`src/rtl/ma_request_arbiter.sv`:
```
// ma_request_arbiter: shares the single Memory Access request/result port
// among up to four pipeline stages. Round-robin arbitration feeds a one-entry
// output slot, per-channel credit counters bound outstanding result-expecting
// requests, and MA results are routed back to their stage by channel ID.
module ma_request_arbiter #(
    parameter int NUM_PORTS       = 4,
    parameter int REQ_WIDTH       = 128,
    parameter int RES_WIDTH       = 96,
    parameter int MAX_OUTSTANDING = 4
) (
    input  logic                           clk,
    input  logic                           reset,
    input  logic [NUM_PORTS*REQ_WIDTH-1:0] req_data,
    input  logic [NUM_PORTS-1:0]           req_expects_result,
    input  logic [NUM_PORTS-1:0]           req_valid,
    output logic [NUM_PORTS-1:0]           req_ready,
    output logic [REQ_WIDTH-1:0]           aso_request_data,
    output logic [1:0]                     aso_request_channel,
    output logic                           aso_request_valid,
    input  logic                           aso_request_ready,
    input  logic [RES_WIDTH-1:0]           asi_result_data,
    input  logic [1:0]                     asi_result_channel,
    input  logic                           asi_result_valid,
    output logic                           asi_result_ready,
    output logic [RES_WIDTH-1:0]           res_data,
    output logic [NUM_PORTS-1:0]           res_valid,
    output logic                           err_unexpected
);

    localparam int CHW = 2;
    localparam int CW  = 4;
    localparam logic [CW-1:0] MAX_CNT = CW'(MAX_OUTSTANDING);

    logic [REQ_WIDTH-1:0] slot_data_q, slot_data_d;
    logic [CHW-1:0]       slot_chan_q, slot_chan_d;
    logic                 slot_valid_q, slot_valid_d;
    logic [CHW-1:0]       rr_ptr_q, rr_ptr_d;
    logic [CW-1:0]        cnt_q [NUM_PORTS];
    logic [CW-1:0]        cnt_d [NUM_PORTS];
    logic [RES_WIDTH-1:0] res_data_q, res_data_d;
    logic [NUM_PORTS-1:0] res_valid_q, res_valid_d;
    logic                 err_q, err_d;

    logic                 slot_open;
    logic                 grant_found;
    logic                 accept;
    logic                 res_match;
    logic [NUM_PORTS-1:0] eligible;
    logic [NUM_PORTS-1:0] grant;
    logic [NUM_PORTS-1:0] res_hit;
    logic [REQ_WIDTH-1:0] grant_data;

    // Pick the first eligible port scanning upward from rr_ptr, with wrap.
    always_comb begin
        eligible    = '0;
        grant       = '0;
        grant_found = 1'b0;
        for (int i = 0; i < NUM_PORTS; i++) begin
            eligible[i] = req_valid[i] & (~req_expects_result[i] | (cnt_q[i] < MAX_CNT));
        end
        for (int k = 0; k < NUM_PORTS; k++) begin
            for (int i = 0; i < NUM_PORTS; i++) begin
                if (!grant_found && eligible[i] && (i == ((int'(rr_ptr_q) + k) % NUM_PORTS))) begin
                    grant[i]    = 1'b1;
                    grant_found = 1'b1;
                end
            end
        end
    end

    // Handshake with requesters; nothing is accepted while reset is asserted.
    always_comb begin
        slot_open  = ~slot_valid_q | aso_request_ready;
        accept     = grant_found & slot_open & reset;
        req_ready  = grant & {NUM_PORTS{slot_open & reset}};
        grant_data = '0;
        for (int i = 0; i < NUM_PORTS; i++) begin
            if (grant[i]) begin
                grant_data = req_data[i*REQ_WIDTH +: REQ_WIDTH];
            end
        end
    end

    // Load the slot on accept, drain it when MA takes it, otherwise hold.
    always_comb begin
        slot_data_d  = slot_data_q;
        slot_chan_d  = slot_chan_q;
        slot_valid_d = slot_valid_q;
        rr_ptr_d     = rr_ptr_q;
        if (accept) begin
            slot_data_d  = grant_data;
            slot_valid_d = 1'b1;
            for (int i = 0; i < NUM_PORTS; i++) begin
                if (grant[i]) begin
                    slot_chan_d = CHW'(i);
                    rr_ptr_d    = CHW'((i + 1) % NUM_PORTS);
                end
            end
        end else if (slot_valid_q && aso_request_ready) begin
            slot_valid_d = 1'b0;
        end
    end

    // Route matched results back, consume credits, flag unmatched results.
    always_comb begin
        res_hit = '0;
        for (int i = 0; i < NUM_PORTS; i++) begin
            res_hit[i] = asi_result_valid && (asi_result_channel == CHW'(i)) && (cnt_q[i] != '0);
        end
        res_match   = |res_hit;
        res_valid_d = res_hit;
        res_data_d  = res_match ? asi_result_data : res_data_q;
        err_d       = err_q | (asi_result_valid & ~res_match);
        for (int i = 0; i < NUM_PORTS; i++) begin
            cnt_d[i] = cnt_q[i];
            if (accept && grant[i] && req_expects_result[i]) begin
                cnt_d[i] = cnt_d[i] + CW'(1);
            end
            if (res_hit[i]) begin
                cnt_d[i] = cnt_d[i] - CW'(1);
            end
        end
    end

    // State registers; reset discards the slot and all credits.
    always_ff @(posedge clk or negedge reset) begin
        if (!reset) begin
            slot_data_q  <= '0;
            slot_chan_q  <= '0;
            slot_valid_q <= 1'b0;
            rr_ptr_q     <= '0;
            res_data_q   <= '0;
            res_valid_q  <= '0;
            err_q        <= 1'b0;
            for (int i = 0; i < NUM_PORTS; i++) begin
                cnt_q[i] <= '0;
            end
        end else begin
            slot_data_q  <= slot_data_d;
            slot_chan_q  <= slot_chan_d;
            slot_valid_q <= slot_valid_d;
            rr_ptr_q     <= rr_ptr_d;
            res_data_q   <= res_data_d;
            res_valid_q  <= res_valid_d;
            err_q        <= err_d;
            for (int i = 0; i < NUM_PORTS; i++) begin
                cnt_q[i] <= cnt_d[i];
            end
        end
    end

    assign aso_request_data    = slot_data_q;
    assign aso_request_channel = slot_chan_q;
    assign aso_request_valid   = slot_valid_q;
    assign asi_result_ready    = 1'b1;
    assign res_data            = res_data_q;
    assign res_valid           = res_valid_q;
    assign err_unexpected      = err_q;

endmodule

```
`config.mk`:
```
export PLATFORM = sky130hd
export DESIGN_NAME = ma_request_arbiter
export DESIGN_NICKNAME = d
export VERILOG_FILES = /design/src/rtl/ma_request_arbiter.sv
export SDC_FILE = /design/constraint.sdc
export NUM_CORES = 1
export LEC_CHECK = 0
export ABC_CLOCK_PERIOD_IN_PS = 6800
export BUFFER_PORTS_ARGS = -buffer_cell sky130_fd_sc_hd__buf_2
export CORE_AREA = 2 2 331 333
export CTS_BUF_LIST = sky130_fd_sc_hd__clkbuf_8
export DETAILED_ROUTE_END_ITERATION = 6
export DIE_AREA = 0 0 333 335
export PLACE_DENSITY = 0.41
export SYNTH_ARGS = -nofsm -noshare
export SYNTH_HDL_FRONTEND = slang
export SYNTH_SLANG_ARGS = --single-unit
export TNS_END_PERCENT = 100
```
`constraint.sdc`:
```
create_clock -name clk -period 6.8 [get_ports clk]
set_input_delay 0.68 -clock clk [delete_from_list [all_inputs] [get_ports clk]]
set_output_delay 0.68 -clock clk [all_outputs]
set_load 0.01 [all_outputs]
```
==> Implementation_results.wiki <==
{| class="wikitable"
! Metric !! Value
|-
| Clock insertion delay at the later pin of the skew report || between 0.7 and 0.8 ns
|-
| Clk_skew || 0.0469 ns
|-
| Synth Area in XOR/XNOR || 1.12%
|-
| TritonCTS buffer count || 53
|-
| Multiplexer share of the synthesized area || roughly a tenth
|-
| Placed cell areas || approximately 18000 um^2
|-
| Multi-input gate area in the final layout || 5800 um^2
|-
| Via count of the routed design || between 10000 and 15000
|-
| Cells on Worst Hold Path || 2
|-
| H-Tree Depth || 2
|-
| Main combinational cell family by area after synthesis || compound AO/OA/AOI/OAI gates
|-
| CTS tree || done
|-
| Area growth syn-to-layout || 56.0%
|-
| Post-synthesis register bit count || 250
|-
| Remaining antenna violation count || 0
|-
| Share of cells above drive strength 1 || 50.8%
|-
| Area fraction in compound gates after synthesis || 21.6%
|-
| Max clock buf depth || 3
|-
| Average routed wire per standard cell || 22.9 um
|-
| Post-DP HPWL || 63.7 mm
|-
| Antenna violations before repair || 67
|-
| Hold path endpoint || res_data[87]
|-
| Async set or reset register ratio after synthesis || 100%
|-
| Chip Height || 335 um
|-
| Routed via count divided by cell count || 3.95
|-
| Crit Reg-Reg Endpoint || aso_request_data[125]
|-
| Worst reg2reg startpoint || aso_request_valid
|-
| Routed Wire Length || 80.9 mm
|-
| Final total negative setup slack || 0 ns
|-
| Global placement routability congestion || 0.818
|-
| Register area share after synthesis || 50.1%
|-
| Final Hold Slack || a little under 0.2 ns
|-
| Wire length of the first global-routing pass || 110 mm
|-
| Post-synthesis share of cell area spent on and, or, nand and nor gates || 12.3%
|-
| Resize count post-CTS || 0
|-
| Number of rows created at floorplan || about 120
|-
| Number of pins with negative max-slew slack in the final report || 0
|-
| Die Footprint || roughly 110000 um^2
|-
| Post-synthesis instance total || between 1000 and 1500
|-
| Final standard cell count with taps included and fillers excluded || 3533
|-
| Kind of start point of the critical path || flop
|-
| Outcome || completed
|-
| Most common flop cell mapped by yosys || dfrtp_1
|-
| Worst vdd ir || 171 uV
|-
| First DRT Iteration DRCs || 709
|-
| Port Buffer Count || about 860
|-
| Post-layout power || 7490 uW
|-
| Number of distinct standard cells referenced by the synthesized netlist || 42
|-
| Final hold violations || 0
|-
| Time the worst path needs with I/O delays and setup || 3.60 ns
|-
| Count of flip-flops with a built-in enable after synthesis || 0
|-
| Total power density per cell area || 385 nW/um^2
|-
| Number of nets at the end of the flow || 2700
|-
| Min-Delay Path Class || input pin to flop
|-
| Slew margin rel. || 35.9%
|-
| Largest net degree at the start of global routing || 82
|-
| Unrepaired setup endpoints after global routing || no
|-
| DRC violation count after routing || 0
|-
| Clock-pin slew reported for the worst setup and hold paths after clock tree synthesis || 0.06 ns
|-
| Synthesized cell area || 12500 um^2
|-
| Post CTS Setup Buffer Count || 0
|-
| CTS Hold Buffers Added || 1
|-
| Worst setup path class || flop to output pin
|-
| Finish-stage setup viols || 0
|-
| Measured slew at the worst slew-check pin || slightly below 1 ns
|-
| Clk root buf || clkbuf_8
|-
| Yosys synthesis warning count || 0
|-
| Post-synthesis share of cell area spent on full adders, half adders and majority gates || 1.20%
|-
| Number of maximum-capacitance constraint violations || 0
|-
| Crit path largest cell delay || 0.61 ns
|-
| # IOs || about 860
|-
| Combined global-route utilization of all metal layers || 13.8%
|-
| Sink Count || 250
|-
| Core Box Area || ~110000 um^2
|-
| Beginning of the worst hold path || asi_result_data[87]
|-
| Critical path data arrival time || 2.92 ns
|-
| Max frequency || 277 MHz
|-
| Cell with the largest stage delay on the worst path || or2_4
|-
| Final design instance area without fill || about 20000 um^2
|-
| Starting density of the core || between 10% and 20%
|-
| Worst reg-to-reg path cell count || 9
|-
| Die width || 333 um
|-
| Placed cell count || 3424
|-
| Synthesized area divided by synthesized cell count || 10.1 um^2
|-
| Combined flip-flop and latch cell area || between 6000 and 7000 um^2
|-
| Final period util || 53.0%
|-
| Crit path max fanout || 37
|-
| Net count of the mapped netlist || 1871
|-
| Fill count || 12300
|-
| Minimum setup slack among reg-to-reg paths || 3.49 ns
|-
| Worst EP required || 6.12 ns
|-
| Final global-route overflow total || 0
|-
| Crit-path cells || o21ai_1 > a22o_1 > a221oi_1 > or2_4 > and2_1 > buf_2
|-
| Leakage power || 0.00869 uW
|-
| Vias in the first global route || approximately 14000
|-
| DR pass1 iterations || 5
|-
| CP Capture Type || output pin
|}
worst max-delay path: cells and delay by family, from the launching register on:
kind                   cells  cell delay, ns
and+or+nand+nor            2            0.82
buffers and inverters      1            0.13
AOI/OAI and AO/OA          3            0.84
DFF                        1            0.43
logic make-up after synthesis:
kind of cell | Yosys count
buffers and inverters | 125
AND/OR/NAND/NOR | 305
adder cells (fa/ha/maj) | 12
multiplexers | 108
XOR/XNOR | 16
flip-flops | 250
AO/OA/AOI/OAI | 420
other | 1
sequential cells by signal (all words and copies together), names as in the netlist:
| register | cells |
|---|---|
| aso_request_data | 128 |
| rr_ptr_q | 2 |
| res_valid | 4 |
| aso_request_channel | 2 |
| aso_request_valid | 1 |
| cnt_q | 16 |
| err_unexpected | 1 |
| res_data | 96 |
cell usage after synthesis (all sizes together) (3+ instances only):
cell	instances	area share [%]
o21ai	138	5.5
and2	6	0.30
nand3	4	0.16
inv	11	0.33
mux2	96	8.7
dfrtp	250	50
ha	12	1.2
clkbuf	83	2.5
nand2	140	4.2
nor3	3	0.12
a21oi	134	5.4
and3	3	0.15
nor4	4	0.25
nor2	8	0.24
mux2i	12	0.96
buf	31	1.3
xor2	5	0.35
or3	128	6.4
xnor2	11	0.77
nand2b	5	0.25
a221oi	130	9.2
placed cells by master (no fill, tap or decap), types with 3 or more instances in the layout:
master | netlist | layout
or3_1 | 128 | 128
dfrtp_1 | 250 | 250
xor2_1 | 5 | 5
ha_1 | 12 | 12
nand3_1 | 4 | 4
clkbuf_8 | 0 | 63
nor4_1 | 3 | 3
mux2_2 | 96 | 96
nor2_1 | 8 | 8
nand2_1 | 140 | 139
nor3_1 | 3 | 3
and2_1 | 6 | 6
nand2b_1 | 5 | 5
inv_1 | 11 | 29
a221oi_1 | 129 | 129
and3_1 | 3 | 3
diode_2 | 0 | 16
clkinv_2 | 0 | 6
o21ai_0 | 135 | 134
buf_2 | 30 | 856
mux2i_1 | 12 | 12
buf_4 | 1 | 30
o21ai_1 | 3 | 3
a21oi_1 | 134 | 134
xnor2_1 | 11 | 11
worst max-delay path by stage:
stage | start | end | cells after the start
floorplan | req_expects_result[0] | req_ready[2] | 8
global placement | reset | aso_request_data[118] | 8
detailed placement | reset | aso_request_data[117] | 8
CTS | cnt_q[14] | req_ready[2] | 6
global route | cnt_q[14] | req_ready[2] | 6
finish | cnt_q[14] | req_ready[2] | 6
routing by layer:
metal  vias up  track usage, %  wire, um
met2       732            23.8     39600
met3       184            5.78      7820
met4        46            4.77      2770
met1      6670            15.3     30400
met5         -               0       302
li1       6307               -         -
stage by stage:
step           utilization [%]  setup WS (ns)
6_report                  18.0           3.20
5_1_grt                   18.0           2.94
4_1_cts                   18.0           3.02
3_5_place_dp              17.0           2.97
3_3_place_gp              17.0           3.00
2_1_floorplan                -           3.99
power breakdown:
group          switching (uW)  total [uW]  internal (uW)
Combinational            2000        3250           1250
Clock                     805        1680            880
Sequential                410        2560           2150
cell type report:
cell class,count,share of cell area [%]
sequential,250,32.1
multi-input combinational,862,29.7
timing repair buffer,888,23.3
tap,1414,9.08
clock buffer,63,4.45
clock inverter,29,0.918
inverter,11,0.212
antenna,16,0.206
No activity file was read; power rests on OpenSTA's default activity.
